===== config.mk =====
export PLATFORM = sky130hd
export DESIGN_NAME = universal_shift_reg
export DESIGN_NICKNAME = d
export VERILOG_FILES = /design/src/rtl/usr_pkg.sv /design/src/rtl/usr_frame_counter.sv /design/src/rtl/universal_shift_reg.sv
export SDC_FILE = /design/constraint.sdc
export NUM_CORES = 1
export LEC_CHECK = 0
export BUFFER_PORTS_ARGS = -buffer_cell sky130_fd_sc_hd__buf_2
export CAP_MARGIN = 20
export CORE_MARGIN = 2
export CORE_UTILIZATION = 50
export DETAILED_ROUTE_END_ITERATION = 8
export PLACE_DENSITY = 0.79
export SLEW_MARGIN = 20
export SYNTH_ARGS = -nofsm -noshare
export SYNTH_HDL_FRONTEND = slang
export SYNTH_SLANG_ARGS = --single-unit

===== constraint.sdc =====
create_clock -name clk -period 2.1 [get_ports clk]
set_clock_uncertainty 0.15 [all_clocks]
set_input_delay 0.105 -clock clk [delete_from_list [all_inputs] [get_ports clk]]
set_output_delay 0.105 -clock clk [all_outputs]
set_load 0.01 [all_outputs]

===== src/rtl/usr_pkg.sv =====
// Shared types and helpers for the universal shift register.
package usr_pkg;

    typedef enum logic [2:0] {
        HOLD  = 3'b000,
        SHL   = 3'b001,
        SHR   = 3'b010,
        ROL   = 3'b011,
        ROR   = 3'b100,
        LOAD  = 3'b101,
        CLEAR = 3'b110,
        RSVD  = 3'b111
    } usr_mode_e;

    localparam int USR_DEFAULT_WIDTH = 8;

    // Frame counter width; never below one bit so a 2-bit register still counts.
    function automatic int cnt_width(input int width);
        return (width <= 2) ? 1 : $clog2(width);
    endfunction

    function automatic logic is_shift_op(input usr_mode_e op);
        return (op == SHL) || (op == SHR) || (op == ROL) || (op == ROR);
    endfunction

    function automatic logic is_reset_op(input usr_mode_e op);
        return (op == LOAD) || (op == CLEAR);
    endfunction

endpackage


===== src/rtl/usr_frame_counter.sv =====
// Counts shift/rotate ops modulo WIDTH and flags the op that closes a frame.
module usr_frame_counter
    import usr_pkg::*;
#(
    parameter int WIDTH = USR_DEFAULT_WIDTH,
    parameter int CNT_W = cnt_width(WIDTH)
) (
    input  logic             clk,
    input  logic             rst_n,
    input  logic             inc,
    input  logic             clr,
    output logic [CNT_W-1:0] cnt,
    output logic             wrap
);

    // Terminal count is WIDTH-1, not the natural rollover of the counter.
    localparam logic [CNT_W-1:0] CNT_MAX = CNT_W'(WIDTH - 1);

    logic [CNT_W-1:0] cnt_nxt;

    assign wrap = inc && (cnt == CNT_MAX);

    always_comb begin
        cnt_nxt = cnt;
        if (clr) begin
            cnt_nxt = '0;
        end else if (wrap) begin
            cnt_nxt = '0;
        end else if (inc) begin
            cnt_nxt = cnt + CNT_W'(1);
        end
    end

    always_ff @(posedge clk or negedge rst_n) begin
        if (!rst_n) begin
            cnt <= '0;
        end else begin
            cnt <= cnt_nxt;
        end
    end

endmodule


===== src/rtl/universal_shift_reg.sv =====
// Universal shift register with hold/shift/rotate/load/clear and frame capture.
module universal_shift_reg
    import usr_pkg::*;
#(
    parameter int WIDTH = USR_DEFAULT_WIDTH,
    parameter int CNT_W = cnt_width(WIDTH)
) (
    input  logic             clk,
    input  logic             rst_n,
    input  logic [2:0]       mode,
    input  logic             sin_l,
    input  logic             sin_r,
    input  logic [WIDTH-1:0] pload,
    output logic [WIDTH-1:0] q,
    output logic             sout_l,
    output logic             sout_r,
    output logic [CNT_W-1:0] shift_cnt,
    output logic             frame_done,
    output logic [WIDTH-1:0] frame_word
);

    usr_mode_e        op;
    logic [WIDTH-1:0] q_nxt;
    logic             cnt_inc;
    logic             cnt_clr;
    logic             wrap;

    assign op      = usr_mode_e'(mode);
    assign cnt_inc = is_shift_op(op);
    assign cnt_clr = is_reset_op(op);
    assign sout_l  = q[WIDTH-1];
    assign sout_r  = q[0];

    always_comb begin
        q_nxt = q;
        case (op)
            SHL:     q_nxt = {q[WIDTH-2:0], sin_l};
            SHR:     q_nxt = {sin_r, q[WIDTH-1:1]};
            ROL:     q_nxt = {q[WIDTH-2:0], q[WIDTH-1]};
            ROR:     q_nxt = {q[0], q[WIDTH-1:1]};
            LOAD:    q_nxt = pload;
            CLEAR:   q_nxt = '0;
            default: q_nxt = q;
        endcase
    end

    always_ff @(posedge clk or negedge rst_n) begin
        if (!rst_n) begin
            q <= '0;
        end else begin
            q <= q_nxt;
        end
    end

    usr_frame_counter #(
        .WIDTH (WIDTH),
        .CNT_W (CNT_W)
    ) u_frame_counter (
        .clk   (clk),
        .rst_n (rst_n),
        .inc   (cnt_inc),
        .clr   (cnt_clr),
        .cnt   (shift_cnt),
        .wrap  (wrap)
    );

    // The captured word is the post-shift value, so take it from q_nxt.
    always_ff @(posedge clk or negedge rst_n) begin
        if (!rst_n) begin
            frame_done <= 1'b0;
            frame_word <= '0;
        end else begin
            frame_done <= wrap;
            if (wrap) begin
                frame_word <= q_nxt;
            end
        end
    end

endmodule


==> results.cfg, run 1 <==
[run_status]
status = finished, final reports clean

[worst_hold_path]
worstHoldEndpoint = q[7]$_DFF_PN0_
min_path_type = in -> reg
min_path_cells = 4
min_from = pload[7]

[timing]
fin_crit_sh_pct = 83.4
rsz0062_at_grt = no
slew_headroom_pct = 59.3
fin_ws_ns = 0.349
timing.setup.tns_ns = 0
tightestPinTransition_ns = 0.609
finalHoldViolCount = 0
hold_slack_ns = 0.0691
drv_slew = 0
fin_crit_ns = 1.75
max_clock_freq_mhz = 571
setup_viol = 0

[logic_synthesis]
synthCells = 135
synth_cell_type_count = 30
synth_nets = 152
yosys_warnings = 0
ys_seq_area_share_pct = 42.9
syn_area_per_cell_um2 = 8.64
synth_edf_count = 0
ys_dominant_reg_cell = dfrtp_1
synth.cell_area_um2 = 1170
synth_top_area_share_pct = 42.9
yosys.area.top_type = dfrtp_1
synth_common_cells = dfrtp_1 (20), nor2_1 (17), o21ai_0 (17)
ys_ff_latch = 20
yosysMostFrequentCell = dfrtp_1
synthArstFlopShare_pct = 100
synth_top_cells_by_area = dfrtp_1 (43%), o21ai_0 (7.3%), o221a_2 (5.8%), a21oi_1 (5.6%), nor2_1 (5.5%)

[clock_tree]
htreeDepth = 1
path_clk_slew_ns = 0.12
cts_tree = done
cts-buffers-inserted = 3
cts_buffer_depth = 2
cts.sinks = 20
root_buffer = clkbuf_4
post_cts.repair.setup_buffers = 0
clock_latency_ns = 0.29

[route]
drtIter0Drc = 17
met2_length_um = 1230
ant_nets = 0
vias = 1052
drt-pass1-iter-count = 4
vias_per_cell = 5.45
m1WireLength_um = 1200
wl_per_cell_um = 13.3
highest_layer = met4
wl_met3_um = 122
route.detailed.drc = 0
drt_wl_total_um = 2570

[final_layout]
drive_above_1_share_pct = 29.7
fin_area_um2 = 1390
n_fill_cell = 200
nets = 183
diodes = 0
syn_to_final_growth_pct = 19.1

[worst_setup_path]
critPathMaxFanout = 6
start_kind = flop
path_cells = ha_1 -> ha_1 -> nor2b_1 -> nor2b_1 -> o21ai_0 -> o311ai_0
required_ns = 2.11
crit_family = adder cells
cp.buffers_inverters = 0
end_kind = flop
worstSetupPathType = reg -> reg
crit_arrival_ns = 1.76
r2r_end = u_frame_counter.cnt[2]$_DFFE_PN0P_
ff2ff_setup_slack_ns = 0.35
r2r-start = u_frame_counter.cnt[0]$_DFFE_PN0P_
r2r_cells = 6
cpMaxStageDelayCell = dfrtp_1
cpPeakStageDelay_ns = 0.44

[power]
seqPwrFrac_pct = 42.0
peakVddDrop_mv = 0.627
p_sw_uw = 435
clkPwrFrac_pct = 23.7
p_int_uw = 879
p_per_area_nw_per_um2 = 946
swShare_pct = 33.1
finalPower_uw = 1310
comb_power_share_pct = 34.3
p_leak_uw = 0.000712

[placement]
io_buffers = 36
gp_congestion = 0.791
place_ws_ns = 0.337
dp_hpwl_um = 1850
place_area_um2 = 1330

[floorplan]
die_h_um = 52.3
die-area_um2 = 2730
die_w_um = 52.3
io-pin-count = 37
core-area_um2 = 2210
initial_core_util_pct = 52.7
rows = 17

[global_route]
grt_pass1_vias = 925
antenna_found_initial = 0
grt_use_total_pct = 20.8
grt_remaining_overflow = 0
grt_max_degree = 27
grt_pass1_wl_um = 4190

[flow_run]
max_cap_violations = 0
## stage by stage
step | util, % | instances
2_1_floorplan | - | 135
3_3_place_gp | 60.0 | 188
3_5_place_dp | 60.0 | 188
4_1_cts | 62.8 | 193
5_1_grt | 62.8 | 193
6_report | 62.8 | 193
## cell type report
| cell class | count | area (um2) | share of cell area (%) |
|---|---|---|---|
| clock buffers | 3 | 22.5 | 1.62 |
| clock inverters | 1 | 30.0 | 2.16 |
| inverters | 9 | 33.8 | 2.43 |
| multi-input cells | 93 | 562 | 40.5 |
| flip-flops and latches | 20 | 500 | 36.0 |
| well taps | 28 | 35.0 | 2.52 |
| repair buffers | 39 | 205 | 14.8 |
## layout by cell type, fill, tap and decap left out, drive strengths merged, types with 2 or more instances in the layout
master	Yosys	final
a21oi	13	13
inv	9	9
buf	8	38
ha	2	2
nand3b	2	2
clkbuf	5	3
o221a	6	6
mux2i	3	3
nand2	9	9
o311ai	2	2
dfrtp	20	20
o21ai	19	19
and3	3	3
nor2b	3	3
nor2	17	17
nor3	3	3
## power groups by stage
stage	Combinational [uW]	Sequential, uW	Clock, uW
after floorplan	244	602	0
after global placement	433	552	0
after detailed placement	452	559	0
after CTS	454	551	326
after global routing	511	565	338
final	451	551	312
## sequential cells by signal, indices dropped and copies added (netlist names)
name                 cells
u_frame_counter.cnt      3
frame_word               8
frame_done               1
q                        8
## logic make-up (layout without fill, tap and decap cells)
family / after synthesis / count (layout) / share of synthesized area [%]
flops: 20 / 20 / 42.9
simple gates: 41 / 41 / 16.6
mux: 4 / 4 / 3.86
fa+ha+maj: 2 / 2 / 2.15
xor+xnor: 1 / 1 / 0.751
compound gates: 45 / 45 / 24.8
buf+inv: 22 / 52 / 8.90
## worst min-delay path, cell delays in order
cell and delay, ns:
buf_2 0.08, o22a_1 0.10, a21oi_1 0.07, nor2_1 0.12
## routing by layer
metal  up-vias  track usage, %
li1        530               -
met1       490            26.5
met2        30            35.6
met3         2            3.71
met4         0            6.41
met5         -               0
## repair_timing
item	4_1_cts	5_1_grt
gates resized for setup	0	0
setup endpoints to repair	0	0
hold buffers	1	0
hold endpoints to repair	20	0
## worst max-delay path by stage
stage / cells after the start / start / slack [ns] / end
after global placement: 6 / u_frame_counter.cnt[0]$_DFFE_PN0P_ / 0.43 / u_frame_counter.cnt[2]$_DFFE_PN0P_
after detailed placement: 5 / u_frame_counter.cnt[0]$_DFFE_PN0P_ / 0.34 / u_frame_counter.cnt[2]$_DFFE_PN0P_
final: 6 / u_frame_counter.cnt[0]$_DFFE_PN0P_ / 0.35 / u_frame_counter.cnt[2]$_DFFE_PN0P_
after floorplan: 6 / u_frame_counter.cnt[0]$_DFFE_PN0P_ / 0.41 / u_frame_counter.cnt[2]$_DFFE_PN0P_
after CTS: 6 / u_frame_counter.cnt[0]$_DFFE_PN0P_ / 0.35 / u_frame_counter.cnt[2]$_DFFE_PN0P_
after global routing: 6 / u_frame_counter.cnt[0]$_DFFE_PN0P_ / 0.22 / u_frame_counter.cnt[2]$_DFFE_PN0P_
Power figures use the tool's default switching activity.
==> inputs of run 2 (changes only) <==
ABC_AREA = 1   (was not set)
PLACE_DENSITY = 0.78   (was 0.79)
clock period = 1.8 ns   (was 2.1 ns; I/O delays follow)
==> run 2 against run 1 <==
Net effect: total power rose by 24%; synthesized cell count is 19% higher; non-clock buffer count increased by 5; largest power group unchanged; register-to-register slack worse by 0.08 ns; combinational power up 22%; count of clock-buffer cells in the layout stayed put; sequential power grew 28%; final area rose by 6.5%; sequential share of layout area fell by 2.2 points; clock power increased by 19%; global-route usage grew 4.2 points.
==> results.cfg, run 2 <==
[final_layout]
final_common_cell = nand2_1
syn_to_final_growth_pct = 26.0
finalNonFillerCells = 230
nets = 220
diodes = 0
reg.largest.list = frame_word: 8 flops, q: 8 flops, u_frame_counter.cnt: 3 flops
drive_above_1_share_pct = 27.2
layout_common_cells = nand2_1 (51), buf_2 (36), nand3_1 (26)

[floorplan]
die_w_um = 52.5
initial_core_util_pct = 53.1
die-area_um2 = 2750
rows = 17
die_h_um = 52.5
io-pin-count = 37
core-area_um2 = 2210

[clock_tree]
path_clk_slew_ns = 0.12
root_buffer = clkbuf_4
cts.sinks = 20
cts-buffers-inserted = 3
cts_buffer_depth = 2
clock_latency_ns = 0.32
post_cts_resized = 0
cts_tree = done
htreeDepth = 1
post_cts.repair.setup_buffers = 0

[worst_setup_path]
r2r-start = u_frame_counter.cnt[0]$_DFFE_PN0P_
ff2ff_setup_slack_ns = 0.27
critPathMaxFanout = 9
end_kind = flop
start_kind = flop
worstSetupPathType = reg -> reg
required_ns = 1.85
r2r_end = frame_word[7]$_DFFE_PN0P_
crit_arrival_ns = 1.58
r2r_cells = 6

[timing]
tightestPinTransition_ns = 0.445
fin_crit_sh_pct = 85.0
rsz0062_at_grt = no
drv_slew = 0
max_clock_freq_mhz = 653
slew_headroom_pct = 70.3
fin_ws_ns = 0.270
timing.setup.tns_ns = 0
fin_crit_ns = 1.53
finalHoldViolCount = 0
setup_viol = 0
hold_slack_ns = 0.0170

[logic_synthesis]
syn_area_per_cell_um2 = 7.34
synth_top_cells_by_area = dfrtp_1 (43%), nand2_1 (16%), nand3_1 (11%), nand4_1 (4.8%), nor2_1 (4.5%)
ys_seq_area_share_pct = 42.6
synth.cell_area_um2 = 1170
synth_top_area_share_pct = 42.6
synthCells = 160
synthArstFlopShare_pct = 100
synth_edf_count = 0
synth_cell_type_count = 22
ys_ff_latch = 20
yosys.area.top_type = dfrtp_1
ys_dominant_reg_cell = dfrtp_1
synth_common_cells = nand2_1 (51), nand3_1 (26), dfrtp_1 (20)
yosys_warnings = 0
yosysMostFrequentCell = nand2_1
synth_nets = 177

[run_status]
status = finished, final reports clean

[placement]
numPlacedInstances = 218
gp_congestion = 0.876
dp_hpwl_um = 2260
io_buffers = 36
place_ws_ns = 0.281

[route]
ant_nets = 0
drtIter0Drc = 41
met2_length_um = 1370
highest_layer = met4
m1WireLength_um = 1420
wl_per_cell_um = 13.1
vias_per_cell = 5.27
drt-pass1-iter-count = 4
wl_met3_um = 141
route.detailed.drc = 0
drt_wl_total_um = 3010
vias = 1212

[power]
p_per_area_nw_per_um2 = 1100
p_leak_uw = 0.000857
peakVddDrop_mv = 1.03

[global_route]
grt_max_degree = 21
grt_pass1_wl_um = 5010
grt_remaining_overflow = 0
grt_pass1_vias = 1127
grt_use_total_pct = 25.0
antenna_found_initial = 0

[flow_run]
max_cap_violations = 0

[worst_hold_path]
min_path_type = in -> reg
worstHoldEndpoint = q[0]$_DFF_PN0_
min_path_cells = 5
min_from = sin_l
==> run 2: changes by cell type after synthesis, sizes merged, moves of 6 or more <==
cell	before	now
nand4	0	9
nand2	9	56
a21oi	13	2
o21ai	19	1
o221a	6	0
nand3	1	26
inv	9	17
==> run 2: metal layers <==
layer | up-vias | track usage, %
li1 | 599 | -
met1 | 565 | 34.3
met2 | 41 | 39.2
met3 | 7 | 2.00
met4 | 0 | 13.7
met5 | - | 0
==> run 2: worst max-delay path by stage <==
stage / from / endpoint / slack [ns] / cells after the start
floorplan: u_frame_counter.cnt[0]$_DFFE_PN0P_ / frame_word[7]$_DFFE_PN0P_ / 0.38 / 6
global placement: mode[2] / frame_word[7]$_DFFE_PN0P_ / 0.36 / 8
detailed placement: mode[2] / frame_word[7]$_DFFE_PN0P_ / 0.28 / 8
CTS: u_frame_counter.cnt[0]$_DFFE_PN0P_ / frame_word[7]$_DFFE_PN0P_ / 0.27 / 6
global route: u_frame_counter.cnt[0]$_DFFE_PN0P_ / frame_word[7]$_DFFE_PN0P_ / 0.17 / 6
finish: u_frame_counter.cnt[0]$_DFFE_PN0P_ / frame_word[7]$_DFFE_PN0P_ / 0.27 / 6
==> run 2: power breakdown <==
part | internal, uW | leakage (uW) | switching, uW
Combinational | 231 | 0.000569 | 318
Sequential | 585 | 0.000260 | 117
Clock | 226 | 0.0000279 | 147
==> run 2: cell families (layout without fill, tap and decap cells) <==
family | Yosys count | after routing | synth area share (%)
AOI/OAI and AO/OA | 4 | 4 | 2.99
adders and majority gates | 2 | 2 | 2.13
buffers and inverters | 24 | 66 | 9.38
DFF | 20 | 20 | 42.6
and+or+nand+nor | 110 | 110 | 42.9
==> run 2: final cells by class <==
class,instances,area [um2]
fill,201,733
multi-input combinational,116,563
sequential,20,500
timing repair buffer,44,260
inverter,18,67.6
tap,28,35.0
clock inverter,1,30.0
clock buffer,3,22.5
==> run 2: repair_timing <==
item	in CTS	in global routing
endpoints found under the hold margin	27	0
hold buffers	8	0
setup endpoints to repair	0	0
==> run 2: per-stage QoR <==
step,power (uW),utilization [%],cell area [um2]
after floorplan,1000,-,1170
after global placement,1220,60.9,1350
after detailed placement,1240,60.9,1350
after CTS,1640,66.9,1480
after global routing,1720,66.9,1480
final,1620,66.9,1480
==> run 2: critical path, stage by stage (launching register included) <==
cell and delay, ns:
dfrtp_1 0.42, ha_1 0.21, ha_1 0.21, nand2_2 0.17, inv_2 0.11, nand3_1 0.10, nand2_1 0.06
==> inputs of run 3 (changes only) <==
CAP_MARGIN = not set   (was 20)
CORE_UTILIZATION = 54   (was 50)
PLACE_DENSITY = 0.84   (was 0.78)
clock period = 1.77 ns   (was 1.8 ns; I/O delays follow)
==> run 3 against run 2 <==
Net effect: first-iteration DRC count decreased by 15%; sequential power is 2% higher; worst hold slack worse by 0.0064 ns; clock power barely moved; routed wire length decreased by 3.0%; final cell count down 2.2%; maximum frequency is 0.80% lower; count of clock-buffer cells in the layout stayed put; utilization increased by 5.0 points; sequential share of layout area is 0.97 points higher; critical path depth unchanged; global-route usage increased by 0.45 points; highest routed layer unchanged.
==> results.cfg, run 3 (same netlist as run 2, synthesis figures left out) <==
[floorplan]
die_h_um = 50.6
core-area_um2 = 2000
die-area_um2 = 2560
rows = 16
die_w_um = 50.6
initial_core_util_pct = 58.6
io-pin-count = 37

[clock_tree]
cts_buffer_depth = 2
htreeDepth = 1
path_clk_slew_ns = 0.11
cts_tree = done
cts-buffers-inserted = 3
post_cts_resized = 0
cts.sinks = 20
clock_latency_ns = 0.30
root_buffer = clkbuf_4

[final_layout]
syn_to_final_growth_pct = 22.5
reg.largest.list = frame_word: 8 flops, q: 8 flops, u_frame_counter.cnt: 3 flops
final_common_cell = nand2_1
n_fill_cell = 182
utilization_pct = 71.8
layout_common_cells = nand2_1 (51), buf_2 (36), nand3_1 (26)
multiInputGateArea_um2 = 563
nets = 216
diodes = 0
final-seq-area_um2 = 500
finalNonFillerCells = 225
drive_above_1_share_pct = 27.8

[route]
vias_per_cell = 5.38
drt-pass1-iter-count = 4
wl_per_cell_um = 13.0
route.detailed.drc = 0
vias = 1211
drt_wl_total_um = 2920
drtIter0Drc = 35
ant_nets = 0

[worst_setup_path]
cpMaxStageDelayCell = dfrtp_1
end_kind = flop
start_kind = flop
critPathMaxFanout = 9
crit_arrival_ns = 1.60
crit_top_cell = ha_1
cp.buffers_inverters = 1
crit_family = flip-flops
cpPeakStageDelay_ns = 0.43
worstSetupPathType = reg -> reg
path_cells = ha_1 -> ha_1 -> nand2_2 -> inv_2 -> nand3_1 -> nand2_1
required_ns = 1.83

[timing]
setup_viol = 0
rsz0062_at_grt = no
tightestPinTransition_ns = 0.430
slew_headroom_pct = 71.4
max_clock_freq_mhz = 648
drv_slew = 0
fin_crit_ns = 1.54
finalHoldViolCount = 0
timing.setup.tns_ns = 0
fin_crit_sh_pct = 87.2

[global_route]
grt_pass1_vias = 1121
grt_max_degree = 21
grt_use_total_pct = 25.5
grt_pass1_wl_um = 4890
grt_remaining_overflow = 0
antenna_found_initial = 0

[run_status]
status = finished, final reports clean

[flow_run]
max_cap_violations = 0

[placement]
dp_hpwl_um = 2080
numPlacedInstances = 217
gp_congestion = 0.904
io_buffers = 36

[power]
p_leak_uw = 0.000840
peakVddDrop_mv = 0.907
p_per_area_nw_per_um2 = 1130

[worst_hold_path]
min_path_type = in -> reg
==> run 3: cell count changes in the layout (fill, tap and decap cells not counted) <==
cell           previous run  this run
dlygate4sd3_1             8         4
==> run 3: routing by layer <==
layer	GRT usage (%)	vias to the layer above	part of all wire [%]	wire, um
li1	-	588	-	-
met1	31.3	550	43	1260
met2	43.6	61	47	1370
met3	4.17	12	6.8	198
met4	11.7	0	3.3	95
met5	0	-	0	0
==> run 3: where the power goes <==
part | internal, uW | switching, uW | leakage (uW) | total [uW]
Combinational | 227 | 316 | 0.000552 | 543
Sequential | 595 | 119 | 0.000260 | 714
Clock | 229 | 143 | 0.0000279 | 372
Total | 1050 | 578 | 0.000840 | 1630
==> run 3: final timing paths <==
path,startpoint,endpoint,slack (ns),depth (start not counted)
setup / recovery,u_frame_counter.cnt[0]$_DFFE_PN0P_,frame_word[7]$_DFFE_PN0P_,0.23,6
hold / removal,pload[5],q[5]$_DFF_PN0_,0.01,5
setup reg to reg,u_frame_counter.cnt[0]$_DFFE_PN0P_,frame_word[7]$_DFFE_PN0P_,0.23,6
hold reg to reg,frame_word[7]$_DFFE_PN0P_,frame_word[7]$_DFFE_PN0P_,0.34,2
max in group asynchronous,rst_n,u_frame_counter.cnt[0]$_DFFE_PN0P_,1.08,2
min in group asynchronous,rst_n,frame_word[4]$_DFFE_PN0P_,0.09,2
==> run 3: area by class of cell <==
cell class | instances | share of cell area, %
clock buffer | 3 | 1.57
inverter | 18 | 4.70
sequential | 20 | 34.8
timing repair buffer | 40 | 15.3
tap | 27 | 2.35
clock inverter | 1 | 2.09
multi-input combinational | 116 | 39.2
==> run 3: tightest hold or removal path: stages <==
cell and delay (ns):
buf_2 0.08, inv_1 0.03, nor2_1 0.09, nor2_1 0.06, nand3_1 0.09
==> run 3: through the flow <==
step / hold slack [ns] / area [um2] / setup WS, ns / total power (uW)
after floorplan: -0.357 / 1170 / 0.346 / 1020
after global routing: 0.0451 / 1440 / 0.176 / 1730
after detailed placement: -0.0944 / 1350 / 0.274 / 1250
final: 0.0105 / 1440 / 0.227 / 1630
after global placement: -0.107 / 1350 / 0.336 / 1230
after CTS: 0.00795 / 1440 / 0.236 / 1640
==> run 3: repair_timing <==
item | in CTS | in global routing
hold endpoints to repair | 23 | 0
hold buffers | 4 | 0
buffers inserted | 0 | 0
